`config.mk`:
```
export PLATFORM = sky130hd
export DESIGN_NAME = hazard_ctrl_flat
export DESIGN_NICKNAME = d
export VERILOG_FILES = /design/src/rtl/klp32_hazard_pkg.sv /design/src/rtl/hazard_ctrl_if.sv /design/src/rtl/hazard_fwd_unit.sv /design/src/rtl/hazard_ctrl.sv /design/src/flat_wrapper.sv
export SDC_FILE = /design/constraint.sdc
export NUM_CORES = 1
export LEC_CHECK = 0
export ABC_AREA = 0
export CORE_AREA = 2 2 82 84
export CTS_BUF_LIST = sky130_fd_sc_hd__clkbuf_4
export CTS_CLUSTER_SIZE = 40
export DETAILED_ROUTE_END_ITERATION = 7
export DIE_AREA = 0 0 84 86
export HOLD_SLACK_MARGIN = 0.08
export PLACE_DENSITY = 0.78
export SLEW_MARGIN = 10
export SYNTH_ARGS = -nofsm -noshare
export SYNTH_HDL_FRONTEND = slang
export SYNTH_HIERARCHICAL = 1
export SYNTH_SLANG_ARGS = --single-unit
```
`constraint.sdc`:
```
create_clock -name clk -period 3.7 [get_ports clk]
set_input_delay 0.925 -clock clk [delete_from_list [all_inputs] [get_ports clk]]
set_output_delay 0.925 -clock clk [all_outputs]
set_load 0.05 [all_outputs]
```
`src/rtl/klp32_hazard_pkg.sv`:
```
// rtl/klp32_hazard_pkg.sv - shared types and forwarding-priority helper for the KLP32V2 hazard controller
package klp32_hazard_pkg;

   localparam int REG_ADDR_W = 5;

   typedef enum logic [1:0] {
      RUN        = 2'd0,
      LOAD_STALL = 2'd1,
      MEM_WAIT   = 2'd2,
      FLUSH      = 2'd3
   } hazard_state_e;

   typedef enum logic [1:0] {
      FWD_RF  = 2'd0,
      FWD_MEM = 2'd1,
      FWD_WB  = 2'd2
   } fwd_sel_e;

   // Memory stage wins over writeback; x0 is hardwired zero and never forwarded.
   function automatic fwd_sel_e fwd_pick(
      input logic [REG_ADDR_W-1:0] rs,
      input logic [REG_ADDR_W-1:0] m_rd,
      input logic                  m_wr,
      input logic [REG_ADDR_W-1:0] w_rd,
      input logic                  w_wr
   );
      if (m_wr && m_rd != '0 && m_rd == rs)
         return FWD_MEM;
      else if (w_wr && w_rd != '0 && w_rd == rs)
         return FWD_WB;
      else
         return FWD_RF;
   endfunction

endpackage

```
`src/rtl/hazard_ctrl_if.sv`:
```
// rtl/hazard_ctrl_if.sv - pipeline-to-hazard-controller signal bundle
interface hazard_ctrl_if #(
   parameter int CNT_W = 32
);
   import klp32_hazard_pkg::*;

   logic [REG_ADDR_W-1:0] i_d_rs1, i_d_rs2;
   logic                  i_d_uses_rs1, i_d_uses_rs2;
   logic [REG_ADDR_W-1:0] i_e_rs1, i_e_rs2, i_e_rd;
   logic                  i_e_reg_wr_en, i_e_is_load;
   logic [REG_ADDR_W-1:0] i_m_rd, i_w_rd;
   logic                  i_m_reg_wr_en, i_w_reg_wr_en;
   logic                  i_br_taken, i_mem_req, i_mem_ready;
   logic                  o_pc_en;
   logic                  o_fd_en, o_de_en, o_em_en, o_mw_en;
   logic                  o_fd_flush, o_de_flush, o_em_flush, o_mw_flush;
   logic [1:0]            o_fwd_a_sel, o_fwd_b_sel;
   logic [1:0]            o_state;
   logic [CNT_W-1:0]      o_stall_count;
   logic                  o_mem_timeout;

   modport slave (
      input  i_d_rs1, i_d_rs2, i_d_uses_rs1, i_d_uses_rs2,
      input  i_e_rs1, i_e_rs2, i_e_rd, i_e_reg_wr_en, i_e_is_load,
      input  i_m_rd, i_m_reg_wr_en, i_w_rd, i_w_reg_wr_en,
      input  i_br_taken, i_mem_req, i_mem_ready,
      output o_pc_en, o_fd_en, o_de_en, o_em_en, o_mw_en,
      output o_fd_flush, o_de_flush, o_em_flush, o_mw_flush,
      output o_fwd_a_sel, o_fwd_b_sel, o_state, o_stall_count, o_mem_timeout
   );

   modport master (
      output i_d_rs1, i_d_rs2, i_d_uses_rs1, i_d_uses_rs2,
      output i_e_rs1, i_e_rs2, i_e_rd, i_e_reg_wr_en, i_e_is_load,
      output i_m_rd, i_m_reg_wr_en, i_w_rd, i_w_reg_wr_en,
      output i_br_taken, i_mem_req, i_mem_ready,
      input  o_pc_en, o_fd_en, o_de_en, o_em_en, o_mw_en,
      input  o_fd_flush, o_de_flush, o_em_flush, o_mw_flush,
      input  o_fwd_a_sel, o_fwd_b_sel, o_state, o_stall_count, o_mem_timeout
   );

endinterface

```
`src/rtl/hazard_fwd_unit.sv`:
```
// rtl/hazard_fwd_unit.sv - execute-stage operand forwarding selects for both ALU operands
module hazard_fwd_unit
   import klp32_hazard_pkg::*;
(
   input  logic [REG_ADDR_W-1:0] e_rs1,
   input  logic [REG_ADDR_W-1:0] e_rs2,
   input  logic [REG_ADDR_W-1:0] m_rd,
   input  logic                  m_wr,
   input  logic [REG_ADDR_W-1:0] w_rd,
   input  logic                  w_wr,
   output fwd_sel_e              fwd_a,
   output fwd_sel_e              fwd_b
);

   assign fwd_a = fwd_pick(e_rs1, m_rd, m_wr, w_rd, w_wr);
   assign fwd_b = fwd_pick(e_rs2, m_rd, m_wr, w_rd, w_wr);

endmodule

```
`src/rtl/hazard_ctrl.sv`:
```
// rtl/hazard_ctrl.sv - load-use stall, redirect flush and memory-wait sequencing for the KLP32V2 pipeline
module hazard_ctrl
   import klp32_hazard_pkg::*;
#(
   parameter int LOAD_STALL_CYCLES = 1,
   parameter int MEM_TIMEOUT       = 64,
   parameter int CNT_W             = 32
) (
   input  logic          clk,
   input  logic          reset,
   hazard_ctrl_if.slave  hz
);

   localparam logic [1:0] LS_INIT = 2'(LOAD_STALL_CYCLES - 1);

   hazard_state_e    state, state_nxt;
   logic [1:0]       ls_cnt, ls_cnt_nxt;
   logic [CNT_W-1:0] stall_count;
   logic             mem_wait, load_use, stalled, tmo;
   logic             pc_en, fd_en, de_en, em_en;
   logic             fd_fl, de_fl, em_fl, mw_fl;
   fwd_sel_e         fwd_a, fwd_b;

   hazard_fwd_unit u_fwd (
      .e_rs1 (hz.i_e_rs1),
      .e_rs2 (hz.i_e_rs2),
      .m_rd  (hz.i_m_rd),
      .m_wr  (hz.i_m_reg_wr_en),
      .w_rd  (hz.i_w_rd),
      .w_wr  (hz.i_w_reg_wr_en),
      .fwd_a (fwd_a),
      .fwd_b (fwd_b)
   );

   always_comb begin
      mem_wait = hz.i_mem_req & ~hz.i_mem_ready;
      load_use = hz.i_e_is_load & hz.i_e_reg_wr_en & (hz.i_e_rd != '0) &
                 ((hz.i_d_uses_rs1 & (hz.i_e_rd == hz.i_d_rs1)) |
                  (hz.i_d_uses_rs2 & (hz.i_e_rd == hz.i_d_rs2)));
   end

   // Detection in RUN only arms the sequence; the bubbles are issued from LOAD_STALL.
   always_comb begin
      state_nxt  = state;
      ls_cnt_nxt = ls_cnt;
      pc_en = 1'b1;
      fd_en = 1'b1;
      de_en = 1'b1;
      em_en = 1'b1;
      fd_fl = 1'b0;
      de_fl = 1'b0;
      em_fl = 1'b0;
      mw_fl = 1'b0;
      if (mem_wait) begin
         pc_en     = 1'b0;
         fd_en     = 1'b0;
         de_en     = 1'b0;
         em_en     = 1'b0;
         mw_fl     = 1'b1;
         state_nxt = MEM_WAIT;
      end else if (hz.i_br_taken) begin
         fd_fl     = 1'b1;
         de_fl     = 1'b1;
         em_fl     = 1'b1;
         state_nxt = FLUSH;
      end else begin
         case (state)
            RUN: begin
               if (load_use) begin
                  state_nxt  = LOAD_STALL;
                  ls_cnt_nxt = LS_INIT;
               end
            end
            LOAD_STALL: begin
               pc_en = 1'b0;
               fd_en = 1'b0;
               de_fl = 1'b1;
               if (ls_cnt == 2'd0)
                  state_nxt = RUN;
               else
                  ls_cnt_nxt = ls_cnt - 2'd1;
            end
            default: state_nxt = RUN;
         endcase
      end
   end

   assign stalled = ~pc_en | fd_fl | de_fl | em_fl | mw_fl;

   always_ff @(posedge clk) begin
      if (reset) begin
         state       <= RUN;
         ls_cnt      <= 2'd0;
         stall_count <= '0;
      end else begin
         state  <= state_nxt;
         ls_cnt <= ls_cnt_nxt;
         if (stalled && stall_count != '1)
            stall_count <= stall_count + CNT_W'(1);
      end
   end

   generate
      if (MEM_TIMEOUT > 0) begin : g_tmo
         localparam int TW = $clog2(MEM_TIMEOUT + 1);
         logic [TW-1:0] wait_cnt;
         always_ff @(posedge clk) begin
            if (reset) begin
               wait_cnt <= '0;
               tmo      <= 1'b0;
            end else if (state == MEM_WAIT) begin
               if (wait_cnt != TW'(MEM_TIMEOUT))
                  wait_cnt <= wait_cnt + TW'(1);
               if (wait_cnt == TW'(MEM_TIMEOUT - 1))
                  tmo <= 1'b1;
            end else begin
               wait_cnt <= '0;
            end
         end
      end else begin : g_no_tmo
         assign tmo = 1'b0;
      end
   endgenerate

   // Reset forces a transparent pipeline regardless of what the stages present.
   assign hz.o_pc_en       = pc_en | reset;
   assign hz.o_fd_en       = fd_en | reset;
   assign hz.o_de_en       = de_en | reset;
   assign hz.o_em_en       = em_en | reset;
   assign hz.o_mw_en       = 1'b1;
   assign hz.o_fd_flush    = fd_fl & ~reset;
   assign hz.o_de_flush    = de_fl & ~reset;
   assign hz.o_em_flush    = em_fl & ~reset;
   assign hz.o_mw_flush    = mw_fl & ~reset;
   assign hz.o_fwd_a_sel   = reset ? FWD_RF : fwd_a;
   assign hz.o_fwd_b_sel   = reset ? FWD_RF : fwd_b;
   assign hz.o_state       = state;
   assign hz.o_stall_count = stall_count;
   assign hz.o_mem_timeout = tmo;

endmodule
```
`src/flat_wrapper.sv`:
```
// flat-port wrapper written by rule: the top's interface ports become plain ports
module hazard_ctrl_flat import klp32_hazard_pkg::*;
#(
   parameter int LOAD_STALL_CYCLES = 1,
   parameter int MEM_TIMEOUT       = 64,
   parameter int CNT_W             = 32
)
  (clk, reset, hz_i_d_rs1, hz_i_d_rs2, hz_i_d_uses_rs1, hz_i_d_uses_rs2, hz_i_e_rs1, hz_i_e_rs2, hz_i_e_rd, hz_i_e_reg_wr_en, hz_i_e_is_load, hz_i_m_rd, hz_i_m_reg_wr_en, hz_i_w_rd, hz_i_w_reg_wr_en, hz_i_br_taken, hz_i_mem_req, hz_i_mem_ready, hz_o_pc_en, hz_o_fd_en, hz_o_de_en, hz_o_em_en, hz_o_mw_en, hz_o_fd_flush, hz_o_de_flush, hz_o_em_flush, hz_o_mw_flush, hz_o_fwd_a_sel, hz_o_fwd_b_sel, hz_o_state, hz_o_stall_count, hz_o_mem_timeout);
  hazard_ctrl_if #(.CNT_W(CNT_W)) hz_i ();
  input  logic clk;
  input  logic reset;
  input wire logic [$bits(hz_i.i_d_rs1)-1:0] hz_i_d_rs1;
  input wire logic [$bits(hz_i.i_d_rs2)-1:0] hz_i_d_rs2;
  input wire logic [$bits(hz_i.i_d_uses_rs1)-1:0] hz_i_d_uses_rs1;
  input wire logic [$bits(hz_i.i_d_uses_rs2)-1:0] hz_i_d_uses_rs2;
  input wire logic [$bits(hz_i.i_e_rs1)-1:0] hz_i_e_rs1;
  input wire logic [$bits(hz_i.i_e_rs2)-1:0] hz_i_e_rs2;
  input wire logic [$bits(hz_i.i_e_rd)-1:0] hz_i_e_rd;
  input wire logic [$bits(hz_i.i_e_reg_wr_en)-1:0] hz_i_e_reg_wr_en;
  input wire logic [$bits(hz_i.i_e_is_load)-1:0] hz_i_e_is_load;
  input wire logic [$bits(hz_i.i_m_rd)-1:0] hz_i_m_rd;
  input wire logic [$bits(hz_i.i_m_reg_wr_en)-1:0] hz_i_m_reg_wr_en;
  input wire logic [$bits(hz_i.i_w_rd)-1:0] hz_i_w_rd;
  input wire logic [$bits(hz_i.i_w_reg_wr_en)-1:0] hz_i_w_reg_wr_en;
  input wire logic [$bits(hz_i.i_br_taken)-1:0] hz_i_br_taken;
  input wire logic [$bits(hz_i.i_mem_req)-1:0] hz_i_mem_req;
  input wire logic [$bits(hz_i.i_mem_ready)-1:0] hz_i_mem_ready;
  output wire logic [$bits(hz_i.o_pc_en)-1:0] hz_o_pc_en;
  output wire logic [$bits(hz_i.o_fd_en)-1:0] hz_o_fd_en;
  output wire logic [$bits(hz_i.o_de_en)-1:0] hz_o_de_en;
  output wire logic [$bits(hz_i.o_em_en)-1:0] hz_o_em_en;
  output wire logic [$bits(hz_i.o_mw_en)-1:0] hz_o_mw_en;
  output wire logic [$bits(hz_i.o_fd_flush)-1:0] hz_o_fd_flush;
  output wire logic [$bits(hz_i.o_de_flush)-1:0] hz_o_de_flush;
  output wire logic [$bits(hz_i.o_em_flush)-1:0] hz_o_em_flush;
  output wire logic [$bits(hz_i.o_mw_flush)-1:0] hz_o_mw_flush;
  output wire logic [$bits(hz_i.o_fwd_a_sel)-1:0] hz_o_fwd_a_sel;
  output wire logic [$bits(hz_i.o_fwd_b_sel)-1:0] hz_o_fwd_b_sel;
  output wire logic [$bits(hz_i.o_state)-1:0] hz_o_state;
  output wire logic [$bits(hz_i.o_stall_count)-1:0] hz_o_stall_count;
  output wire logic [$bits(hz_i.o_mem_timeout)-1:0] hz_o_mem_timeout;
  assign hz_i.i_d_rs1 = hz_i_d_rs1;
  assign hz_i.i_d_rs2 = hz_i_d_rs2;
  assign hz_i.i_d_uses_rs1 = hz_i_d_uses_rs1;
  assign hz_i.i_d_uses_rs2 = hz_i_d_uses_rs2;
  assign hz_i.i_e_rs1 = hz_i_e_rs1;
  assign hz_i.i_e_rs2 = hz_i_e_rs2;
  assign hz_i.i_e_rd = hz_i_e_rd;
  assign hz_i.i_e_reg_wr_en = hz_i_e_reg_wr_en;
  assign hz_i.i_e_is_load = hz_i_e_is_load;
  assign hz_i.i_m_rd = hz_i_m_rd;
  assign hz_i.i_m_reg_wr_en = hz_i_m_reg_wr_en;
  assign hz_i.i_w_rd = hz_i_w_rd;
  assign hz_i.i_w_reg_wr_en = hz_i_w_reg_wr_en;
  assign hz_i.i_br_taken = hz_i_br_taken;
  assign hz_i.i_mem_req = hz_i_mem_req;
  assign hz_i.i_mem_ready = hz_i_mem_ready;
  assign hz_o_pc_en = hz_i.o_pc_en;
  assign hz_o_fd_en = hz_i.o_fd_en;
  assign hz_o_de_en = hz_i.o_de_en;
  assign hz_o_em_en = hz_i.o_em_en;
  assign hz_o_mw_en = hz_i.o_mw_en;
  assign hz_o_fd_flush = hz_i.o_fd_flush;
  assign hz_o_de_flush = hz_i.o_de_flush;
  assign hz_o_em_flush = hz_i.o_em_flush;
  assign hz_o_mw_flush = hz_i.o_mw_flush;
  assign hz_o_fwd_a_sel = hz_i.o_fwd_a_sel;
  assign hz_o_fwd_b_sel = hz_i.o_fwd_b_sel;
  assign hz_o_state = hz_i.o_state;
  assign hz_o_stall_count = hz_i.o_stall_count;
  assign hz_o_mem_timeout = hz_i.o_mem_timeout;
  hazard_ctrl #(.LOAD_STALL_CYCLES(LOAD_STALL_CYCLES), .MEM_TIMEOUT(MEM_TIMEOUT), .CNT_W(CNT_W)) u_core (.clk(clk), .reset(reset), .hz(hz_i));
endmodule
```
Word level (Yosys, flattened, before mapping)
Cells that the tools add are included.
{ "op_classes": {"bitwise": 22, "reduce_logical": 19, "n_mux": 24, "n_addsub": 3, "eq_ne": 17} }
{ "op_table": {"columns": ["cell", "n"], "rows": [
  ["$add A32 B1 Y32 const B", 1],
  ["$ne A32 B32 Y1 const B", 1],
  ["$eq A5 B5 Y1", 6],
  ["$mux W2", 12],
  ["$reduce_bool A5 Y1", 3],
  ["$mux W1", 10],
  ["$and A1 B1 Y1", 9],
  ["$ne A4 B2 Y1 const B", 2],
  ["$pmux W2 S2", 2],
  ["$add A7 B1 Y7 const B", 1],
  ["$eq A7 B6 Y1 const B", 1],
  ["$logic_and A1 B1 Y1", 7],
  ["$ne A7 B7 Y1 const B", 1],
  ["$or A1 B1 Y1", 7],
  ["$ne A3 B2 Y1 const B", 2],
  ["$not A1 Y1", 6],
  ["$reduce_and A2 Y1", 3],
  ["$reduce_and A5 Y1", 1],
  ["$logic_not A2 Y1", 2],
  ["$reduce_or A2 Y1", 2],
  ["$eq A2 B1 Y1 const B", 1],
  ["$eq A2 B2 Y1 const B", 1],
  ["$ne A2 B1 Y1 const B", 1],
  ["$ne A2 B2 Y1 const B", 1],
  ["other kinds (2)", 2]
]} }
{ "totals": {"regBits": 44, "elab_cells": 91, "input_bits": 46, "out_inout_bits": 48} }

Longest topological paths before layout
Gate-level depths: netlist of the first run.
{ "logic_depth": {"depth_word": 10, "depth_mapped": 7, "ltp_nobuf": 6} }

Cells and area by module
The synthesis of the first run kept the hierarchy.
{ "by_module_without_submodules": {"columns": ["module", "seq_area_each_um2", "cells_per_inst", "instances", "area_per_inst_um2"], "rows": [
  ["hazard_ctrl", 880.8, 301, 1, 2527.4],
  ["hazard_fwd_unit", 0.0, 34, 1, 257.7]
]} }

Least setup slack after synthesis of the first run
OpenSTA, ideal clock, no wires.
{ "synth_path": {"path_type": "input to output", "from": "input port reset", "to": "output port hz_o_fd_flush", "cell_stages": 4, "path_buffers": 3, "path_slack_ps": -62, "t_arrival_ps": 2837, "t_required_ps": 2775, "path_cell_list": "clkbuf_1 clkbuf_1 nor3_1 buf_4"} }
{ "synth_via": {"elab_chain_len": 2} }
{ "synth_rtl": {"columns": ["element", "line_no", "rtl"], "rows": [
  ["start, declared", "flat_wrapper.sv:11", "input logic reset;"],
  ["$not A1 Y1", null, null],
  ["$and A1 B1 Y1", null, null],
  ["end, declared", "flat_wrapper.sv:33", "output wire logic [$bits(hz_i.o_fd_flush)-1:0] hz_o_fd_flush;"]
]} }
No other way between the ends.

Worst setup path after layout of the first run
{ "layout_path": {"from": "input port hz_i_m_rd[0]", "to": "output port hz_o_fwd_a_sel[1]"} }
{ "layout_via": {"elab_chain_len": 5, "elab_cells_between_ends": 6, "classes_between": "eq/ne: 1; mux: 2; reduce/logical: 3"} }
{ "layout_rtl": {"columns": ["element", "line_no", "rtl"], "rows": [
  ["start, declared", "flat_wrapper.sv:21", "input wire logic [$bits(hz_i.i_m_rd)-1:0] hz_i_m_rd;"],
  ["$reduce_bool A5 Y1", "klp32_hazard_pkg.sv:27", "if (m_wr && m_rd != '0 && m_rd == rs)"],
  ["$logic_and A1 B1 Y1", "klp32_hazard_pkg.sv:27", null],
  ["$logic_and A1 B1 Y1 (*)", "klp32_hazard_pkg.sv:27", null],
  ["$mux W2 (*)", "klp32_hazard_pkg.sv:27", null],
  ["via u_core.fwd_a[1]", "hazard_ctrl.sv:22", "fwd_sel_e fwd_a, fwd_b;"],
  ["$mux W2 (*)", "hazard_ctrl.sv:135", "assign hz.o_fwd_a_sel = reset ? FWD_RF : fwd_a;"],
  ["end, declared", "flat_wrapper.sv:37", "output wire logic [$bits(hz_i.o_fwd_a_sel)-1:0] hz_o_fwd_a_sel;"]
]} }
The timed path passes the listed nets; every way through them passes the cells marked *.

==> summary.md, run 1 <==
| Metric | Value |
|---|---|
| Outcome | completed |
| Slowest stage delay, CP | about 0.44 ns |
| Post-route cell area | 0.00398 mm² |
| IO Port Bufs | 92 |
| Synth-to-Final Area Change | 42.8% |
| Root Driver | clkbuf_4 |
| Worst Hold Slack | approximately 0.48 ns |
| Die Area | roughly 0.0072 mm² |
| Initial antenna violation count | 0 |
| Clk buf depth | 2 |
| Fraction of registers with async set/reset | 0 |
| Multi-input gate area | ~0.0018 mm² |
| Cell area power density | 236 mW/mm² |
| Multiplexer area fraction after synthesis | 0.0274 |
| Placed inst area | a little under 0.004 mm² |
| Worst Setup End Kind | output pin |
| Highest-delay cell along the critical path | or4_4 |
| DRT iter0 DRCs | between 100 and 150 |
| Arr. time, crit path | 2.65 ns |
| Number of global-route vias before repair | 2538 |
| Net Switching | 0.280 mW |
| Mean Syn Cell Area | 8.31 µm² |
| Syn Nets | 385 |
| Nets | 476 |
| Fill cells | ~560 |
| CTS Buf Count | 5 |
| Synth cell types | 50 |
| Lkg Pwr | about 1.3 nW |
| Area leader, netlist | dfxtp_1 |
| FF+latch area | slightly below 900 µm² |
| Die height | 86 µm |
| GRT Util Overall | 0.197 |
| Share of the synthesized area in the top cell type | 0.316 |
| # H-tree levels | 2 |
| # setup viols final | 0 |
| CP Max Fanout | 2 |
| Peak supply drop | 168 µV |
| Yosys warns | 6 |
| Worst Skew | 0.0131 ns |
| Largest net degree at the start of global routing | 42 |
| Clock Power Share | 0.250 |
| Syn Inst Count | 335 |
| WL/cell | 14.4 µm |
| IO Pins | 94 |
| Simple logic cell fraction of the synthesized area | 0.319 |
| Vias | 2835 |
| Largest family of logic cells by synthesized area | simple AND/OR/NAND/NOR gates |
| Final worst-path cycle share | 0.965 |
| Hpwl dp | 5600 µm |
| Xor/xnor cell area share of the yosys netlist | 0.123 |
| Worst EP required | about 2.8 ns |
| Area contributors post-synth | dfxtp_1, xnor2_1, xor2_1, a21oi_1, or4_1 |
| Max-cap violations | 0 |
| Crit path cell chain | clkdlybuf4s50_1 > or4_4 > o21ai_4 > nor4_4 > nor4_1 > nor2b_2 > buf_12 |
| RSZ-0062 raised after global routing | no |
| Row count | 29 |
| Combinational power share | 0.231 |
| Clk sink count | 44 |
| Final Util | 0.634 |
| Core area | 0.00628 mm² |
| Worst-path clk slew | 0.12 ns |
| Post-CTS Setup Repair Bufs | 0 |
| Drc violations | 0 |
| Gpl congestion | 0.833 |
| Crit path buf inv count | 2 |
| Worst Tran Pin Value | 0.708 ns |
| Share of the yosys chip area belonging to registers | 0.316 |
| Share of cells above drive strength 1 | 0.115 |
| Overflow after GRT | 0 |
| # diodes | 0 |
| Crit path max-delay family | simple AND/OR/NAND/NOR gates |
| Post-Synth Adder-Cell Area | 0.0180 |
| Sequential Power Share | 0.519 |
| Routed WL | 7280 µm |
| Min-Delay Path Class | flop to flop |
| Power Internal | between 0.6 and 0.7 mW |
| DIE WIDTH | between 80 and 90 µm |
| Setup CP Type | input port to output pin |
| First-pass GRT wire length | 11700 µm |
| TritonCTS clock tree | yes |
| Worst skew pair latency | 0.36 ns |
| Vias/cell | 5.63 |
| Worst reg-to-reg setup slack | 1.30 ns |
| Sw Share | 0.298 |
| Final ANT Viol Nets | 0 |
| #FFs+latches synth | 44 |
| Worst Setup Start Kind | input port |
| Endpoints failing hold | 0 |
| Number of synthesized flops with an enable pin | 0 |
| Pins Over Slew Limit | 0 |
| Initial core utilization | 0.444 |
| Worst slew margin | 0.524 |
| DRT Pass-1 Iters | 4 |
| Fin crit period | between 3 and 4 ns |
| Synth Cell Area | roughly 0.0028 mm² |
| Top FF cell, synth | dfxtp_1 |
| Compound-gate portion of the synthesized area | 0.149 |
| F_max | 0.280 GHz |
## metrics by stage
step / power, mW / TNS, ns / setup slack [ns] / std cells
final: 0.940 / 0 / 0.129 / 504
after global routing: 0.983 / 0 / 0.0186 / 504
after CTS: 0.947 / 0 / 0.0124 / 504
after detailed placement: 0.711 / -0.0254 / -0.0254 / 496
after global placement: 0.707 / -0.0141 / -0.00712 / 496
after floorplan: 0.604 / 0 / 0.142 / 335
## layout make-up
type / instances / share of cell area
flip-flops and latches: 44 / 0.221
clock inverters: 3 / 0.00472
inverters: 7 / 0.00661
repair buffers: 99 / 0.277
well taps: 77 / 0.0242
clock buffers: 5 / 0.00944
multi-input cells: 269 / 0.457
## cells in the final DEF (no fill, tap or decap), drive strengths merged, types with 10 or more instances in the layout
cell / synthesis / final
dfxtp: 44 / 44
or4: 18 / 18
o21ai: 10 / 10
nor2b: 12 / 12
buf: 10 / 19
xnor2: 22 / 22
clkdlybuf4s50: 0 / 77
o31ai: 14 / 14
a21oi: 27 / 27
xor2: 17 / 17
nor4: 13 / 13
nand3: 18 / 18
nand4: 11 / 11
nand2: 15 / 15
nor2: 30 / 30
## routing by layer
metal / share of wire / GRT usage / wire length (µm) / vias to the layer above
li1: - / - / - / 1431
met1: 0.43 / 0.229 / 3120 / 1308
met2: 0.50 / 0.346 / 3610 / 81
met3: 0.052 / 0.0481 / 382 / 15
met4: 0.024 / 0.0880 / 172 / 0
met5: 0 / 0 / 0 / -
## synthesized netlist by cell type (5+ instances only)
cell / count
xor2_1: 17
nand4_1: 11
o31ai_1: 14
or3_1: 5
xnor2_1: 22
o21ai_0: 9
nand2_1: 14
nand3_1: 17
and4_1: 6
nor2_1: 30
nand2b_1: 8
a21oi_1: 27
nor2b_1: 12
dfxtp_1: 44
mux2_2: 5
nor4_1: 13
or4_1: 17
inv_1: 7
## state kept, by name, summed over array words and instances, names as in the netlist
signal	flops
u_core/ls_cnt	2
u_core/hz.o_mem_timeout	1
u_core/g_tmo.wait_cnt	7
u_core/hz.o_stall_count	32
u_core/hz.o_state	2
## tightest hold or removal path, delay by kind of cell, from the launching register on
family / cells / cell delay, ns
AO/OA/AOI/OAI: 1 / 0.04
AND/OR/NAND/NOR: 1 / 0.07
flip-flops: 1 / 0.35
## kinds of logic (layout without fill, tap and decap cells)
group	after synthesis	in the layout
AOI/OAI and AO/OA	65	65
xor gates and xnor gates	39	39
adders and majority gates	4	4
DFF	44	44
other	1	1
and+or+nand+nor	153	153
muxes	7	7
buffers and inverters	22	114
## power by group through the flow
stage                     registers, mW  logic [mW]  clock network, mW
final                             0.488       0.217              0.235
after global routing              0.489       0.233              0.261
after CTS                         0.488       0.214              0.246
after detailed placement          0.498       0.213                  0
after global placement            0.498       0.209                  0
after floorplan                   0.514      0.0899                  0
## final timing paths
path                                            startpoint                     endpoint  cells after the start
worst max-delay path                          hz_i_m_rd[0]            hz_o_fwd_a_sel[1]                      7
worst min-delay path               u_core/hz.o_mem_timeout      u_core/hz.o_mem_timeout                      2
worst max register to register  u_core/hz.o_stall_count[2]  u_core/hz.o_stall_count[19]                      5
worst min register to register     u_core/hz.o_mem_timeout      u_core/hz.o_mem_timeout                      2
## timing repair
item / 4_1_cts / 5_1_grt
gates resized for setup: 2 / 8
setup endpoints to repair: 2 / 2
pin swaps: 0 / 6
hold buffers: 0 / 0
cloned: 0 / 0
(Power assumes the default switching activity.)
==> run 2, diff against run 1 <==
Settings changed: CAP_MARGIN from default to 20, MAX_ROUTING_LAYER from default to met4, SKIP_LAST_GASP from default to 1.
==> summary.md, run 2 (synthesized netlist as in run 1, its figures left out) <==
| Metric | Value |
|---|---|
| Outcome | completed |
| Routed WL | around 7500 µm |
| Core area | 0.00628 mm² |
| Vias | about 2800 |
| Fin cells | 505 |
| Clk sink count | 44 |
| Pins Over Slew Limit | 0 |
| Worst Tran Pin Value | 0.728 ns |
| Worst-path clk slew | around 0.12 ns |
| IO Port Bufs | 92 |
| WL/cell | 14.8 µm |
| Root Driver | clkbuf_4 |
| Largest net degree at the start of global routing | 21 |
| Max FFs per register | 32 |
| Worst flop-to-flop path endpoint | u_core/hz.o_stall_count[17] |
| Fin worst setup slack | 0.0498 ns |
| Fin crit period | 3.65 ns |
| CP Max Fanout | 2 |
| DRT iter0 DRCs | 99 |
| Number of global-route vias before repair | ~2700 |
| Final Util | 0.635 |
| Clk buf depth | 2 |
| # diodes | 0 |
| IO Pins | 94 |
| Cell area power density | approximately 240 mW/mm² |
| Arr. time, crit path | 2.73 ns |
| Max-cap violations | 0 |
| DIE WIDTH | 84 µm |
| Final worst-path cycle share | 0.987 |
| # H-tree levels | 2 |
| Min-Delay Path Class | flop to flop |
| Post-route cell area | ~0.004 mm² |
| Vias/cell | 5.61 |
| Hpwl dp | 5760 µm |
| Hold-fix buffers at CTS | 0 |
| Commonest non-fill, non-tap cell in the layout | clkdlybuf4s50_1 |
| Share of cells above drive strength 1 | 0.114 |
| TritonCTS clock tree | yes |
| Endpoints failing hold | 0 |
| Overflow after GRT | 0 |
| GRT Util Overall | 0.211 |
| HP Start | u_core/hz.o_mem_timeout |
| Dpl cells | 497 |
| Worst EP required | about 2.8 ns |
| Worst Setup End Kind | output pin |
| DRT Pass-1 Iters | 4 |
| Worst skew pair latency | approximately 0.35 ns |
| Synth-to-Final Area Change | 43.1% |
| Drc violations | 0 |
| Hold Path Cell Cnt | 2 |
| Peak supply drop | roughly 140 µV |
| Worst slew margin | 0.511 |
| Setup CP Type | input port to output pin |
| CTS Buf Count | 5 |
| Place WS | -0.0130 ns |
| Nets | around 480 |
| Reg2Reg Depth | 5 |
| # setup viols final | 0 |
| Most frequent cells in the layout | clkdlybuf4s50_1, dfxtp_1, nor2_1, a21oi_1, xnor2_1 |
| Worst reg-to-reg setup slack | approximately 1.4 ns |
| Fin Setup TNS | 0 ns |
| Hold endpoint | u_core/hz.o_mem_timeout |
| Die height | 86 µm |
| Placed inst area | around 0.0039 mm² |
| Row count | 29 |
| Reg-to-Reg Start | u_core/hz.o_stall_count[2] |
| Worst Skew | about 0.016 ns |
| F_max | 0.274 GHz |
| Die Area | 0.00722 mm² |
| Initial core utilization | 0.444 |
| Gpl congestion | ~0.85 |
| Final ANT Viol Nets | 0 |
| Worst Setup Start Kind | input port |
| Lkg Pwr | 1.33 nW |
| First-pass GRT wire length | 12300 µm |
| Initial antenna violation count | 0 |
## run 2: final cells by class
class	instances	area, µm²
timing repair buffer	100	1110
inverter	7	26.3
clock inverter	2	11.3
fill	556	2290
clock buffer	6	45.0
multi-input combinational	269	1820
sequential	44	881
tap	77	96.3
## run 2: worst max-delay path by stage
stage	start	slack, ns	endpoint
5_1_grt	hz_i_m_rd[0]	-0.01	hz_o_fwd_a_sel[1]
4_1_cts	hz_i_m_rd[0]	0.03	hz_o_fwd_b_sel[1]
6_report	hz_i_m_rd[0]	0.05	hz_o_fwd_a_sel[1]
3_3_place_gp	hz_i_m_rd[0]	-0.009	hz_o_fwd_b_sel[1]
2_1_floorplan	hz_i_m_rd[0]	0.14	hz_o_fwd_a_sel[1]
3_5_place_dp	hz_i_m_rd[0]	-0.01	hz_o_fwd_a_sel[1]
## run 2: power breakdown
| group | switching, mW | total [mW] | leakage [nW] | internal (mW) |
|---|---|---|---|---|
| sequential | 0.00836 | 0.488 | 0.355 | 0.480 |
| clock | 0.154 | 0.234 | 0.0293 | 0.0799 |
| combinational | 0.111 | 0.219 | 0.949 | 0.108 |
## run 2: stage by stage
stage | power, mW | hold slack (ns)
2_1_floorplan | 0.604 | 0.444
3_3_place_gp | 0.708 | 0.461
3_5_place_dp | 0.713 | 0.469
4_1_cts | 0.947 | 0.497
5_1_grt | 0.987 | 0.524
6_report | 0.941 | 0.488
## run 2: worst max-delay path, cell delays in order
cell	delay, ns
clkdlybuf4s50_1	0.41
or4_4	0.44
o21ai_4	0.21
nor4_4	0.06
nor4_2	0.26
nor2b_2	0.26
buf_12	0.16
## run 2: repair_timing
action                                  CTS  global route
buffers inserted                          0             0
endpoints found under the setup margin    2             2
pin swaps                                 0             5
gates resized for setup                   2             8
## run 2: layer usage
metal	vias to the layer above	track usage	part of all wire
met1	1339	0.237	0.43
met5	-	-	0
met3	10	0.0414	0.046
li1	1420	-	-
met2	66	0.383	0.52
met4	0	0.0572	0.012
